<file path="config.mk">
export PLATFORM = sky130hd
export DESIGN_NAME = bitonic_sort_pipe
export DESIGN_NICKNAME = d
export VERILOG_FILES = /design/src/rtl/bitonic_pkg.sv /design/src/rtl/bitonic_cmp_swap.sv /design/src/rtl/bitonic_sort_pipe.sv
export SDC_FILE = /design/constraint.sdc
export NUM_CORES = 1
export LEC_CHECK = 0
export ABC_CLOCK_PERIOD_IN_PS = 4100
export CORE_ASPECT_RATIO = 1.4
export CORE_UTILIZATION = 62
export CTS_BUF_LIST = sky130_fd_sc_hd__clkbuf_16
export CTS_CLUSTER_SIZE = 24
export DETAILED_ROUTE_END_ITERATION = 7
export DONT_BUFFER_PORTS = 1
export PLACE_DENSITY = 0.88
export REMOVE_ABC_BUFFERS = 1
export SLEW_MARGIN = 15
export SYNTH_ARGS = -nofsm -noshare
export SYNTH_HDL_FRONTEND = slang
export SYNTH_SLANG_ARGS = --single-unit
</file>
<file path="constraint.sdc">
create_clock -name clk -period 4.1 [get_ports clk]
set_input_delay 0.615 -clock clk [delete_from_list [all_inputs] [get_ports clk]]
set_output_delay 0.615 -clock clk [all_outputs]
set_load 0.01 [all_outputs]
</file>
<file path="src/rtl/bitonic_pkg.sv">
// Elaboration-time helpers describing the bitonic network geometry:
// stage count, pipeline depth, and per-column pair distance and direction.
package bitonic_pkg;

    function automatic int bitonic_stages(input int n);
        int s;
        s = 0;
        while ((1 << s) < n) s++;
        return s;
    endfunction

    function automatic int bitonic_latency(input int n);
        int s;
        s = bitonic_stages(n);
        return s * (s + 1) / 2;
    endfunction

    // Columns are numbered stage-major, substage counting down within a stage.
    function automatic int col_stage(input int col, input int n);
        int c;
        int r;
        c = 0;
        r = 0;
        for (int s = 0; s < bitonic_stages(n); s++) begin
            for (int t = s; t >= 0; t--) begin
                if (c == col) r = s;
                c++;
            end
        end
        return r;
    endfunction

    function automatic int col_dist(input int col, input int n);
        int c;
        int r;
        c = 0;
        r = 1;
        for (int s = 0; s < bitonic_stages(n); s++) begin
            for (int t = s; t >= 0; t--) begin
                if (c == col) r = 1 << t;
                c++;
            end
        end
        return r;
    endfunction

    function automatic bit col_asc(input int col, input int i, input int n);
        int s;
        s = col_stage(col, n);
        if (s == bitonic_stages(n) - 1) return 1'b1;
        return ((i >> (s + 1)) & 1) == 0;
    endfunction

endpackage

</file>
<file path="src/rtl/bitonic_cmp_swap.sv">
// Combinational compare-exchange on the key field; payload bits travel with the key.
// With asc = 1 the smaller key leaves on lo; equal keys never swap.
module bitonic_cmp_swap #(
    parameter int DATA_WIDTH = 8,
    parameter int KEY_WIDTH  = DATA_WIDTH,
    parameter int SIGNED     = 0
) (
    input  logic [DATA_WIDTH-1:0] a,
    input  logic [DATA_WIDTH-1:0] b,
    input  logic                  asc,
    output logic [DATA_WIDTH-1:0] lo,
    output logic [DATA_WIDTH-1:0] hi
);
    logic [KEY_WIDTH-1:0] key_a;
    logic [KEY_WIDTH-1:0] key_b;
    logic                 a_gt_b;
    logic                 b_gt_a;
    logic                 swap;

    assign key_a = a[DATA_WIDTH-1 -: KEY_WIDTH];
    assign key_b = b[DATA_WIDTH-1 -: KEY_WIDTH];

    if (SIGNED != 0) begin : g_signed
        assign a_gt_b = $signed(key_a) > $signed(key_b);
        assign b_gt_a = $signed(key_b) > $signed(key_a);
    end else begin : g_unsigned
        assign a_gt_b = key_a > key_b;
        assign b_gt_a = key_b > key_a;
    end

    assign swap = asc ? a_gt_b : b_gt_a;
    assign lo   = swap ? b : a;
    assign hi   = swap ? a : b;

endmodule

</file>
<file path="src/rtl/bitonic_sort_pipe.sv">
// Streaming bitonic sorter: one registered compare-exchange column per layer,
// per-vector ascending/descending order, valid/ready flow with bubble collapse.
module bitonic_sort_pipe
    import bitonic_pkg::*;
#(
    parameter int NUM_INPUT  = 8,
    parameter int DATA_WIDTH = 8,
    parameter int KEY_WIDTH  = DATA_WIDTH,
    parameter int SIGNED     = 0
) (
    input  logic                            clk,
    input  logic                            reset,
    input  logic [NUM_INPUT*DATA_WIDTH-1:0] data_in,
    input  logic                            desc_in,
    input  logic                            valid,
    output logic                            ready,
    output logic [NUM_INPUT*DATA_WIDTH-1:0] data_out,
    output logic                            desc_out,
    output logic                            done,
    input  logic                            out_ready
);
    localparam int VW = NUM_INPUT * DATA_WIDTH;
    localparam int L  = bitonic_latency(NUM_INPUT);

    logic [VW-1:0] data_q  [L];
    logic [VW-1:0] col_in  [L];
    logic [VW-1:0] col_out [L];
    logic [L-1:0]  v_q;
    logic [L-1:0]  desc_q;
    logic [L-1:0]  v_in;
    logic [L-1:0]  desc_col;
    logic [L:0]    adv;

    // NOTE: the whole stall chain lives in one process using blocking
    // assignments, so each adv[k] sees the freshly computed adv[k+1].
    always_comb begin
        adv    = '0;
        adv[L] = out_ready;
        for (int k = L - 1; k >= 0; k--) begin
            adv[k] = !v_q[k] || adv[k+1];
        end
    end

    always_comb begin
        v_in     = '0;
        desc_col = '0;
        for (int k = 0; k < L; k++) begin
            if (k == 0) begin
                col_in[k]   = data_in;
                v_in[k]     = valid;
                desc_col[k] = desc_in;
            end else begin
                col_in[k]   = data_q[k-1];
                v_in[k]     = v_q[k-1];
                desc_col[k] = desc_q[k-1];
            end
        end
    end

    for (genvar k = 0; k < L; k++) begin : g_col
        localparam int D = col_dist(k, NUM_INPUT);
        for (genvar i = 0; i < NUM_INPUT; i++) begin : g_pair
            if ((i & D) == 0) begin : g_cmp
                localparam bit ASC = col_asc(k, i, NUM_INPUT);
                // The vector's own desc bit flips every local direction in this column.
                bitonic_cmp_swap #(
                    .DATA_WIDTH (DATA_WIDTH),
                    .KEY_WIDTH  (KEY_WIDTH),
                    .SIGNED     (SIGNED)
                ) u_cmp (
                    .a   (col_in[k][i*DATA_WIDTH +: DATA_WIDTH]),
                    .b   (col_in[k][(i+D)*DATA_WIDTH +: DATA_WIDTH]),
                    .asc (ASC ^ desc_col[k]),
                    .lo  (col_out[k][i*DATA_WIDTH +: DATA_WIDTH]),
                    .hi  (col_out[k][(i+D)*DATA_WIDTH +: DATA_WIDTH])
                );
            end
        end
    end

    // NOTE: the data registers are reset too, because data_out must read zero
    // after reset rather than whatever was left in flight.
    always_ff @(posedge clk) begin
        if (reset) begin
            v_q    <= '0;
            desc_q <= '0;
            for (int k = 0; k < L; k++) data_q[k] <= '0;
        end else begin
            for (int k = 0; k < L; k++) begin
                if (adv[k]) begin
                    v_q[k]    <= v_in[k];
                    desc_q[k] <= desc_col[k];
                    data_q[k] <= col_out[k];
                end
            end
        end
    end

    assign ready    = adv[0];
    assign done     = v_q[L-1];
    assign desc_out = desc_q[L-1];
    assign data_out = data_q[L-1];

endmodule

</file>
Yosys cells after proc, flatten, opt, wreduce, memory -nomap -nowiden
Memory sizes are Yosys's and may differ from the RTL's.
Index checks and enable logic that the tools add are counted.
{ "op_classes": {"magnitude_cmp": 48, "bitwise": 6, "mux": 98, "reduce_logical": 12} }
{ "ops": {"columns": ["operator", "count"], "rows": [
  ["8-bit greater-than comparator", 48],
  ["64-bit two-way mux", 6],
  ["8-bit two-way mux", 48],
  ["1-bit two-way mux", 44],
  ["1-bit zero test", 6],
  ["1-bit logical OR", 6],
  ["1-bit bitwise OR", 6]
]} }
{ "word_totals": {"word_cells": 177, "memories": 1, "register_bits": 12, "mem_bits_rw": 384} }
{ "mem_list": {"columns": ["memory", "words", "word_bits", "rd", "rd_clocked_by_memory_dff", "wr", "line", "source"], "rows": [
  ["data_q", 6, 64, 6, 0, 6, "bitonic_sort_pipe.sv:25", "logic [VW-1:0] data_q [L];"]
]} }

Depth between registers and ports, before layout
{ "depth": {"word_depth": 11, "depth_mapped": 9, "ltp_nobuf": 7} }

Cells and area by module
A second synthesis with hierarchy kept.
{ "hier_totals": {"cells_unflattened": 2069, "area_unflattened_um2": 26147.6} }
{ "modules_own_cells": {"columns": ["mod", "cells_each", "n_inst", "seq_area_each_um2", "area_per_inst_um2"], "rows": [
  ["bitonic_sort_pipe", 869, 1, 11771.3, 14706.6],
  ["bitonic_cmp_swap", 50, 24, 0.0, 476.7]
]} }

Least setup slack after synthesis
OpenSTA, ideal clock, no wires.
{ "synth_path": {"path_type": "input port to flip-flop", "from": "in out_ready", "to": "mem data_q[2][0] (netlist name) (enable)", "setup_slack_ps": 620, "cell_stages": 4, "arrival_ps": 2630, "path_buffers": 1, "cell_sequence": "and3b_1 -> buf_2 -> nor2b_1 -> nand3_1"} }
{ "synth_lines": {"columns": ["item", "line", "source"], "rows": [
  ["start, declared", "bitonic_sort_pipe.sv:20", "input logic out_ready"],
  ["end, declared", "bitonic_sort_pipe.sv:25", null]
]} }

==> summary by stage <==
Worst setup path
The required time of the worst setup path is 4380 ps. Traced cell by cell, the critical path runs through ha_1 > and4_1 > and3_1 > o21a_1 > a211oi_4 > mux2i_1. The master of the slowest instance on the critical path is sky130_fd_sc_hd__a211oi_4. The setup check on the worst reg-to-reg path leaves a slack of 1170 ps.

Among cell families on the critical path, the largest total delay comes from compound AO/OA/AOI/OAI gates. Data on the critical path arrives at its endpoint at 3210 ps. Counting both buffers and inverters, the worst setup path holds a total of 0. The launch point of the worst reg-to-reg path is data_q[2][55]$_SDFFCE_PN0P_.

The worst stage delay on the critical path is 810 ps. The critical path is of the reg -> reg type. The critical path starts at data_q[2][55]$_SDFFCE_PN0P_. Along the worst path, the maximum fanout reaches 16. The worst setup path is launched from a flop. The worst setup path is captured at a flop.

Power
The leakage power is 11.14 nW. The internal power component is 9.460 mW. For this design the total switching power over the nets is 4.625 mW.

The sequential group share of total power is 38.3%. The fraction of power spent switching nets is 32.84%. The worst-case vdd ir drop is 0.0003244 V. For this design the ratio of total power to cell area is 560.9 nW/um2. The clock network is responsible for 24.2% of the overall power.

Combinational logic is responsible for 37.5% of the overall power.

Timing
Once routing completed, OpenROAD measured the worst setup slack at 1169 ps. The final setup skew is 18.56 ps. The number of hold violations in the final report is 0. The worst slew margin relative to its limit is 25.49%.

The final total negative setup slack is 0 ps. The portion of the clock cycle consumed by the worst path in the final layout is 71.48%. Setup repair after global routing left no endpoint under its margin. The post-layout minimum cycle time is 2931 ps.

The highest attainable clock frequency is 341.2 MHz. The count of pins over their slew limit is 0. Across all hold checks on the routed design, the worst slack comes to 149.2 ps.

Setup violations remaining at the end of the flow were counted as 0. For the pin with the worst max-slew slack, the measured transition is 1118 ps.

Synthesis
After synthesis the netlist holds a flip-flop and latch count of 396. After synthesis, the netlist uses 41 different library cells. Yosys printed 0 warnings. The mean instance size in the synthesized netlist is 11.60 um2.

Synthesis produced a netlist whose cell count is 2033. By area the synthesized netlist is led by sky130_fd_sc_hd__edfxtp_1 49%, sky130_fd_sc_hd__mux2i_1 16%, sky130_fd_sc_hd__ha_1 10%. The cell area after synthesis is 23580 um2. The post-synthesis cell type with the largest combined area is sky130_fd_sc_hd__edfxtp_1. Summed over its instances, the top area cell type makes up 48.90% of the synthesized netlist area. The sequential-to-total area share from yosys stat is 49.92%.

Job
The tool flagged a number of max-cap violations equal to 0.

Final layout
In the final design database the tool counted 2274 nets. From synthesis to final layout, the design area changed by 6.506%. The number of antenna diodes is 0. In the layout the commonest cells are 410 x sky130_fd_sc_hd__nand2_1, 387 x sky130_fd_sc_hd__mux2i_1, 384 x sky130_fd_sc_hd__edfxtp_1. Fill cells in the final layout number 2611. The most common library cell in the layout ignoring fill and taps is sky130_fd_sc_hd__nand2_1. The proportion of layout cells with a drive suffix above 1 is 6.422%. After the flow finishes, the layout carries non-filler instances totaling 2513. The share of the core filled with cells is 66.93%.

Clocking
The CTS tree is yes. In this run, CTS created clock tree buffers numbering 38. The H-tree was split into 2 levels. In this run the clock root is driven by a sky130_fd_sc_hd__clkbuf_16. For this design, the sink count on the clock tree is 396.

The count of instances resized after the clock tree is built is 0. The post-CTS repair timing setup buffer count is 0. The deepest clock path buffer count is 3. Clock-pin slew was measured on the worst setup and hold paths at 60 ps.

The clock latency on the worst-skew pair is 540 ps. For this design, the CTS-stage hold fixing added 0 buffers.

Place
At the placement stage, the worst setup path has a slack of 1014 ps. The count of buffers added on input and output ports is 0. The number of placed instances with taps included is 2445. The final weighted congestion in routability-driven placement is 0.9731. Detailed placement ended at an HPWL of 35760 um.

Detailed routing
The final layout contains routed wiring with a total length of 45740 um. The number of DRC violations after detailed routing is 0. The number of optimization iterations in the first detailed-route pass is 5. The overall via count from detail_route is 15.01k. The detail route stage leaves a number of antenna-violating nets equal to 0.

Dividing the detail-routed wire length by the instance count gives 18.20 um. The number of violations reported at the end of detailed-routing iteration 0 is 813. After detailed routing, the number of vias per cell comes to 5.971.

Die
The die width is 166.8 um. The full die area is 38820 um2. From bottom edge to top edge, the die measures 232.7 um.

For this design the top-level I/O count stands at 136. The total area inside the core boundary comes to 37520 um2. The floorplan has 84 rows. The effective utilization at floorplan is 62.84%.

Global route
The first global-routing pass estimated 74410 um of wire. The sum of overflow across all layers after global routing is 0. The pin count of the biggest net entering global routing is 66. Global routing used 24.17% of the available tracks across all layers. The number of antenna violations at the first check in global routing is 0.

The number of global-route vias before repair is 15.57k.

Status
The run finished with clean final reports.

Min path
The launch instance of the worst min-delay path is reset. The worst hold path belongs to the class in -> reg.
power by group through the flow:
stage	clock [mW]	sequential [mW]	combinational, mW
after floorplan	0	5.31	4.44
after global placement	0	5.45	4.94
after detailed placement	0	5.47	5.22
after CTS	3.44	5.39	5.26
after global routing	3.59	5.44	5.73
final	3.41	5.40	5.28
cells by family after synthesis:
logic type,synth area share (%)
AND/OR/NAND/NOR,10.48
flip-flops,49.92
multiplexers,16.43
buffers and inverters,5.370
AO/OA/AOI/OAI,7.610
adder cells (fa/ha/maj),10.19
final cells by class:
class / count / area [um2] / area share [%]
sequential: 396 / 11770 / 46.87
multi-input combinational: 1353 / 10600 / 42.21
clock buffer: 39 / 975.9 / 3.886
inverter: 204 / 767.0 / 3.054
tap: 473 / 591.8 / 2.357
clock inverter: 28 / 244.0 / 0.9716
timing repair buffer: 20 / 162.7 / 0.6477
layer usage:
metal	global-route usage (%)	vias up	share of wire (%)
met5	0	-	0
li1	-	7304	-
met1	22.89	7039	35
met3	3.487	180	4.0
met2	46.81	482	53
met4	18.14	0	7.6
Yosys cell counts, drive strengths merged:
cell and number:
nand3 9, a221oi 7, a41oi 6, o211a 8, buf 55, nand4 44, edfxtp 384, mux2i 387
a21o 21, o311a 4, a211o 13, inv 204, and2 3, o311ai 6, and3b 1, a311oi 7
o21a 7, a211oi 14, and3 12, nand2b 10, a21oi 64, or2 4, ha 192, nor3 5
nor2 32, nand2 412, o21ai 24, and4 5, clkbuf 25, dfxtp 12, o211ai 30, nor2b 26
through the flow:
step	instance area, um2	power, mW
2_1_floorplan	23080	9.743
3_3_place_gp	23870	10.39
3_5_place_dp	23870	10.68
4_1_cts	25090	14.09
5_1_grt	25110	14.75
6_report	25110	14.09
worst register-to-register path, stage by stage (launching register included):
cell and delay, ps:
sky130_fd_sc_hd__edfxtp_1 460, sky130_fd_sc_hd__ha_1 340, sky130_fd_sc_hd__and4_1 230, sky130_fd_sc_hd__and3_1 170, sky130_fd_sc_hd__o21a_1 130, sky130_fd_sc_hd__a211oi_4 820
sky130_fd_sc_hd__mux2i_1 550
final timing paths:
check                                     end  depth (start not counted)
setup / recovery  data_q[3][52]$_SDFFCE_PN0P_                          6
hold reg to reg           v_q[5]$_SDFFE_PP0P_                          2
setup reg to reg  data_q[3][52]$_SDFFCE_PN0P_                          6
hold / removal            v_q[0]$_SDFFE_PP0P_                          1
sequential cells by signal, summed over array words and instances, names as in the netlist:
signal  flops
desc_q      6
v_q         6
data_q    384
(Power assumes the default switching activity.)
